File: src/rtl/int_to_float.sv
`timescale 1ns/1ps
`default_nettype none
// -------------------------------------------------------------------------
// int_to_float : multi-cycle int32 -> IEEE-754 single converter, rev 1.0
// -------------------------------------------------------------------------
module int_to_float (
  input  logic        clk,
  input  logic        rst,
  input  logic [31:0] in_a,
  input  logic        in_a_req,
  output logic        in_a_ack,
  output logic [31:0] out_z,
  output logic        out_z_req,
  input  logic        out_z_ack
);

  typedef enum logic [2:0] {
    WAIT_INPUT = 3'd0,
    CONVERT    = 3'd1,
    NORMALISE  = 3'd2,
    ROUND      = 3'd3,
    DRIVE_Z    = 3'd4
  } state_t;

  state_t      r_state;
  logic [31:0] r_a;
  logic [31:0] r_mant;
  logic [31:0] r_z;
  logic [7:0]  r_exp;
  logic        r_sign;

  logic [31:0] w_abs;
  logic        w_guard;
  logic        w_round;
  logic        w_sticky;
  logic        w_round_up;
  logic        w_carry;
  logic [22:0] w_frac;
  logic [7:0]  w_biased;

  // Two's-complement negate also maps 0x80000000 onto magnitude 0x80000000.
  assign w_abs      = r_a[31] ? (~r_a + 32'd1) : r_a;

  assign w_guard    = r_mant[7];
  assign w_round    = r_mant[6];
  assign w_sticky   = |r_mant[5:0];
  assign w_round_up = w_guard & (w_round | w_sticky | r_mant[8]);

  // The hidden bit is always set here, so an all-ones fraction that rounds up
  // wraps to zero in 23 bits and the carry moves into the exponent.
  assign w_carry    = w_round_up & (&r_mant[30:8]);
  assign w_frac     = w_round_up ? (r_mant[30:8] + 23'd1) : r_mant[30:8];
  assign w_biased   = r_exp + 8'd127 + {7'd0, w_carry};

  always_ff @(posedge clk) begin
    if (rst) begin
      r_state   <= WAIT_INPUT;
      in_a_ack  <= 1'b0;
      out_z_req <= 1'b0;
      out_z     <= 32'd0;
      r_z       <= 32'd0;
      r_a       <= 32'd0;
      r_mant    <= 32'd0;
      r_exp     <= 8'd0;
      r_sign    <= 1'b0;
    end else begin
      case (r_state)
        WAIT_INPUT: begin
          if (!in_a_ack) begin
            in_a_ack <= 1'b1;
          end else if (in_a_req) begin
            r_a      <= in_a;
            in_a_ack <= 1'b0;
            r_state  <= CONVERT;
          end
        end

        CONVERT: begin
          in_a_ack <= 1'b0;
          if (r_a == 32'd0) begin
            r_z     <= 32'd0;
            r_state <= DRIVE_Z;
          end else begin
            r_sign  <= r_a[31];
            r_mant  <= w_abs;
            r_exp   <= 8'd31;
            r_state <= NORMALISE;
          end
        end

        NORMALISE: begin
          in_a_ack <= 1'b0;
          if (r_mant[31]) begin
            r_state <= ROUND;
          end else begin
            r_mant <= r_mant << 1;
            r_exp  <= r_exp - 8'd1;
          end
        end

        ROUND: begin
          in_a_ack <= 1'b0;
          r_z      <= {r_sign, w_biased, w_frac};
          r_state  <= DRIVE_Z;
        end

        DRIVE_Z: begin
          in_a_ack <= 1'b0;
          out_z    <= r_z;
          if (!out_z_req) begin
            out_z_req <= 1'b1;
          end else if (out_z_ack) begin
            out_z_req <= 1'b0;
            r_state   <= WAIT_INPUT;
          end
        end

        default: begin
          in_a_ack  <= 1'b0;
          out_z_req <= 1'b0;
          r_state   <= WAIT_INPUT;
        end
      endcase
    end
  end

endmodule
`default_nettype wire
File: config.mk
export PLATFORM = sky130hd
export DESIGN_NAME = int_to_float
export DESIGN_NICKNAME = d
export VERILOG_FILES = /design/src/rtl/int_to_float.sv
export SDC_FILE = /design/constraint.sdc
export NUM_CORES = 1
export LEC_CHECK = 0
export BUFFER_PORTS_ARGS = -buffer_cell sky130_fd_sc_hd__buf_2
export CORE_ASPECT_RATIO = 0.6
export CORE_MARGIN = 3
export CORE_UTILIZATION = 41
export CTS_CLUSTER_DIAMETER = 50
export DETAILED_ROUTE_END_ITERATION = 7
export HOLD_SLACK_MARGIN = 0.12
export SYNTH_ARGS = -nofsm -noshare
export SYNTH_HDL_FRONTEND = slang
export SYNTH_SLANG_ARGS = --single-unit
File: constraint.sdc
create_clock -name clk -period 2.9 [get_ports clk]
set_input_delay 0 -clock clk [delete_from_list [all_inputs] [get_ports clk]]
set_output_delay 0 -clock clk [all_outputs]
set_load 0.005 [all_outputs]
# Yosys cells after proc, flatten, opt, wreduce, memory -nomap -nowiden

Index checks and enable logic that the tools add are counted.

Register bits after elaboration: 142
Word-level logic and storage cells: 70
Output and inout bits: 34

Reductions and logical operators: 14
Eq/ne operators: 12
$add $sub $neg: 5
Muxes and demuxes: 22
Bitwise operators: 7

Operator list:

| cell                                                                | number |
|---|---|
| 32-bit 2-to-1 mux                                                   | 4 |
| 32-bit case mux with 2 select lines                                 | 2 |
| 32-bit by 1-bit adder with 32-bit output (second input constant)    | 1 |
| 32-bit zero test                                                    | 1 |
| 32-bit NOT                                                          | 1 |
| 23-bit by 1-bit adder with 23-bit output (second input constant)    | 1 |
| 23-bit 2-to-1 mux                                                   | 1 |
| 23-bit AND reduction                                                | 1 |
| 3-bit 2-to-1 mux                                                    | 6 |
| 8-bit 2-to-1 mux                                                    | 2 |
| 2-bit inequality test (second input constant)                       | 8 |
| 8-bit case mux with 2 select lines                                  | 1 |
| 3-bit case mux with 5 select lines                                  | 1 |
| 8-bit by 1-bit adder with 8-bit output                              | 1 |
| 8-bit by 7-bit adder with 8-bit output (second input constant)      | 1 |
| 8-bit by 1-bit subtractor with 8-bit output (second input constant) | 1 |
| 3-bit by 2-bit == test with 1-bit output (second input constant)    | 2 |
| 2-bit AND reduction                                                 | 3 |
| 3-bit AND reduction                                                 | 2 |
| 6-bit OR reduction                                                  | 1 |
| 5-bit AND reduction                                                 | 1 |
| 1-bit 2-to-1 mux                                                    | 4 |
| 2-bit nonzero test                                                  | 2 |
| 4-bit OR reduction                                                  | 1 |
| 8 further kinds                                                     | 11 |

# Logic depth before layout (Yosys ltp)

Depth after elaboration: 7
Gate-level depth with buffers: 11

# Worst setup path before layout

No wires, ideal clock.

Path type: register to register
Start: register r_mant[8]
End: register r_z[29]
Stages on the path, launching flop included: 12
Library setup time: 0.117 ns
Arrival time: 2.382 ns
Setup slack: 0.401 ns
Cells stage by stage: dfxtp_1 -> ha_1 -> nand2_1 -> a2111o_1 -> clkbuf_1 -> nor4_1 -> nand2_1 -> ha_1 -> nand3b_1 -> nor3_1 -> xor2_1 -> a22o_1

Longest elaborated chain between the ends: 5
Elaborated cells between the ends (all ways): 6
Those cells by class: add/sub (1); mux (1); bitwise (3); reduce/logical (1)

Ends and longest elaborated chain:

| item                                                         | line | source |
|---|---|---|
| start: declaration                                           | 27   | `logic [31:0] r_mant;` |
| start signal: assignment                                     | 85   | `r_mant <= w_abs;` |
| start signal: assignment                                     | 96   | `r_mant <= r_mant << 1;` |
| branches (longest 2 deep; another with 23-bit AND reduction) | --   |  |
| 1-bit bitwise AND (*)                                        | 51   | `assign w_carry = w_round_up & (&r_mant[30:8]);` |
| 8-bit by 1-bit adder with 8-bit output (*)                   | 53   | `assign w_biased = r_exp + 8'd127 + {7'd0, w_carry};` |
| 32-bit case mux with 2 select lines (*)                      | 67   | `case (r_state)` |
| end signal: assignment                                       | 103  | `r_z <= {r_sign, w_biased, w_frac};` |
| end: declaration                                             | 28   | `logic [31:0] r_z;` |

Every way passes the cells marked *.
A chain may end at the register's enable or synchronous reset.

# Final worst setup path

Ends and elaborated chain as after synthesis.

==> summary by stage <==
Setup path
For flop-to-flop paths, the worst setup slack is about 0.26 ns. The critical path in this run is classified as reg2reg. The cell at the slowest stage of the critical path is nor4_1. The endpoint of the worst-slack reg-to-reg timing path is r_z[29]$_SDFFE_PP0P_. The source of the worst register-to-register timing path is r_mant[8]$_SDFFE_PP0P_. STA classifies the critical path startpoint as a flop.

Walking the worst path, the cells encountered are ha_1 > nand2_1 > a2111o_1 > nor4_1 > nand2_1 > ha_1 > nand3b_1 > nor3_1 > xor2_1 > a22o_1. For the worst flop-to-flop path, the logic depth is 10. In this run the worst path has a maximum fanout of 6. The count of buffer and inverter cells on the critical path is 0. The endpoint kind of the worst setup timing path is a flop. The cell family contributing the most delay on the critical path is simple AND/OR/NAND/NOR gates. The signal arrival time at the worst endpoint is 2.95 ns. The worst endpoint required time is between 3 and 4 ns. On the worst path, the slowest cell contributes a delay of ~0.47 ns.

Timing
The clock arrives with around 0.011 ns of skew. The number of max-slew violations in the final report came to 0. Once routing completed, OpenROAD measured the worst setup slack at 0.2586 ns.

For the pin with the worst max-slew slack, the measured transition is about 0.93 ns. Setup repair after global routing left no endpoint under its margin. The max-slew headroom at the worst pin is 0.3778. The hold violation total from the final report was 0. The worst hold slack after final layout is 0.3569 ns. The part of the cycle the worst path needs is 0.9108. The maximum achievable frequency is between 300 and 400 MHz.

The number of setup violations in the final report is 0. The final critical-path required period is between 2 and 3 ns. The setup total negative slack is 0 ns.

Power
The analysis attributes to cell leakage a power of 3.200 nW. Of the total power, the share spent switching nets is 0.3043. After layout, the design draws a total of 5.236 mW. VDD sags by at most about 0.44 mV. The power density over cell area is approximately 620 nW/um2. The part of the power in registers is 0.408.

The internal portion of the total power is 3.642 mW. Of the total power, the clock network draws 0.409. The relative contribution of combinational cells to total power is 0.183. In this run the power spent charging and discharging nets is ~1.6 mW.

Worst hold path
The number of stages on the worst hold path is 4. The end point of the worst hold path is r_a[3]$_SDFFE_PP0P_. The class of the tightest hold or removal check is in2reg. The startpoint identified for the worst hold timing path is in_a[3].

Global route
The via count of the first global-routing pass is 5958. The total congestion overflow is 0. The combined global-route utilization of all metal layers is 0.2127. The number of antenna violations at the first check in global routing came to 0. Entering global routing, the biggest net connects between 80 and 90 pins. The first global-routing pass estimated roughly 32000 um of wire.

Finish
The core utilization of the finished layout is 0.5341. The number of antenna diodes is 0. The proportion of layout cells with a drive suffix above 1 is 0.1631. The number of standard cells in the final layout excluding fillers is between 1000 and 1500. The layout overhead on the synthesized area is 23.53%. The net count of the finished layout is a little under 1000.

The area of all placed cells without fillers is about 8500 um2. The layout filler cell count is around 1600.

Detailed routing
The detailed-route via count is roughly 6400. The number of DRC violations after detailed routing is 0. In this run the remaining antenna-violating nets after routing total 0.

The wire length after detailed routing is around 19000 um. The first-iteration detailed-routing DRC count is around 570. The detailed-route wire length per cell is 16.20 um. The number of vias per cell after detailed routing is between 5 and 6. The first detailed-routing pass ran for 5 iterations.

Yosys
For this run, asynchronously set or reset flops after synthesis account for 0. After synthesis the cells add up to 6854 um2. The average cell area after synthesis is 8.199 um2.

Synthesis produced a netlist with a net count of 877. The flip-flop and latch count after synthesis is ~140. Synthesis handed over a netlist of between 800 and 900 instances.

The count of synthesis-stage warnings from yosys is 0. Synthesis instantiated 62 different standard cells from the library. The number of enable-type register cells in the synthesized netlist is 0. For this run, the register share of the synthesized area comes to 0.4147.

In the synthesized netlist the dominant register cell turns out to be dfxtp_1.

Die
Measured along the y axis, the die boundary spans about 110 um. The floorplan step set the die width to roughly 170 um. The number of primary I/O pins is 70. The overall die area is 18360 um2. The area of the core is 15850 um2. The number of cell rows is 35.

The effective utilization at floorplan is 0.4324.

Place
The half-perimeter wire length of the detailed placement result is approximately 13000 um. The setup slack at placement is roughly 0.28 ns. The placer's final routability congestion estimate is between 0.8 and 0.9. The placed instance area is between 7000 and 8000 um2. The number of placed instances, taps included is about 1100.

Buffers placed on the I/O ports in this run total 69.

Clock tree
The number of H-tree levels is 4. The largest buffer count on any clock path is 2. Once the clock tree was built, the resizer swapped 0 gates to a different size. The cell at the root of the clock tree is clkbuf_16.

TritonCTS built the clock tree. Buffers inserted during clock tree synthesis total 17. The insertion delay of the later-clocked pin in the worst-skew pair is about 0.42 ns.

The clock input transition at the sequential cells of the worst setup and hold paths is roughly 0.07 ns. The tree built by TritonCTS fans out to 142 sinks.

Run
Max-cap violations in this run came to 0.

Run status
The run finished with clean final reports.
## worst max-delay path by stage
stage                     cells after the start  slack, ns                 endpoint              startpoint
after floorplan                              11       0.40     r_z[29]$_SDFFE_PP0P_  r_mant[8]$_SDFFE_PP0P_
after global placement                        5       0.35  r_mant[27]$_SDFFE_PP0P_     r_a[4]$_SDFFE_PP0P_
after detailed placement                     10       0.28     r_z[29]$_SDFFE_PP0P_  r_mant[8]$_SDFFE_PP0P_
after CTS                                    10       0.26     r_z[29]$_SDFFE_PP0P_  r_mant[8]$_SDFFE_PP0P_
after global routing                         10       0.03     r_z[28]$_SDFFE_PP0P_  r_mant[8]$_SDFFE_PP0P_
final                                        10       0.26     r_z[29]$_SDFFE_PP0P_  r_mant[8]$_SDFFE_PP0P_
## power by group through the flow
stage                     Sequential [mW]  Clock, mW  Combinational, mW
after floorplan                      2.14          0              0.668
after detailed placement             2.18          0              0.900
after global placement               2.18          0              0.904
after global routing                 2.15       2.28               1.06
after CTS                            2.14       2.18              0.946
final                                2.14       2.14              0.958
## synth_stat cells, drive strengths merged (15+ instances only)
cell type	count	area share
buf	18	0.015
nor4	17	0.019
nor2	34	0.019
a21oi	97	0.071
xnor2	26	0.033
nor3	17	0.012
dfxtp	142	0.41
nand3	15	0.011
o21ai	15	0.011
a22o	25	0.032
nand2	170	0.093
xor2	22	0.028
clkbuf	47	0.026
## logic make-up (layout without fill, tap and decap cells)
| family | after synthesis | count (layout) | synth area share |
|---|---|---|---|
| AND/OR/NAND/NOR | 328 | 328 | 0.2306 |
| AO/OA/AOI/OAI | 220 | 220 | 0.2174 |
| flip-flops | 142 | 142 | 0.4148 |
| buffers and inverters | 81 | 189 | 0.04929 |
| XOR/XNOR | 48 | 48 | 0.06134 |
| multiplexers | 12 | 12 | 0.01753 |
| adder cells (fa/ha/maj) | 5 | 5 | 0.009127 |
## routing by layer
metal / share of wire / global-route usage / vias up
met5: 0 / 0 / -
met4: 0.0087 / 0.04971 / 0
met3: 0.067 / 0.04390 / 19
met2: 0.39 / 0.2872 / 189
met1: 0.54 / 0.3372 / 3026
li1: - / - / 3191
## cell type report
| class | instances | area (um2) | share of cell area |
|---|---|---|---|
| clock inverter | 13 | 128.9 | 0.01522 |
| multi-input combinational | 613 | 3691 | 0.4359 |
| inverter | 16 | 60.06 | 0.007093 |
| tap | 222 | 277.8 | 0.03281 |
| sequential | 142 | 2843 | 0.3357 |
| clock buffer | 19 | 442.9 | 0.05231 |
| timing repair buffer | 141 | 1023 | 0.1209 |
## worst register-to-register path: stages, from the launching register on
cell	delay, ns
dfxtp_1	0.43
ha_1	0.23
nand2_1	0.06
a2111o_1	0.42
nor4_1	0.47
nand2_1	0.15
ha_1	0.22
nand3b_1	0.13
nor3_1	0.08
xor2_1	0.15
a22o_1	0.20
## cells in the final DEF, fill, tap and decap left out, types with 8 or more instances in the layout
master	count
nand2_1	170
dfxtp_1	142
a21oi_1	97
buf_2	68
dlygate4sd3_1	39
nor2_1	34
buf_4	31
xnor2_1	26
a22o_1	25
xor2_1	22
nor3_1	17
clkbuf_16	17
o21ai_0	15
nand3_1	15
nor4_1	14
inv_1	14
mux2i_1	12
nand4_1	11
o22ai_1	10
or4_1	10
a211oi_1	9
o31ai_1	8
and2_1	8
nand2b_1	8
## flip-flops by register name (all words and copies together) (netlist names)
name	count
r_exp	8
r_sign	1
r_state	3
r_a	32
r_mant	32
r_z	32
out_z_req	1
out_z	32
in_a_ack	1
## timing repair
action                                 4_1_cts  5_1_grt
endpoints found under the hold margin       58        0
hold buffers                                39        0
setup buffers                                0        0
Power figures use the tool's default switching activity.
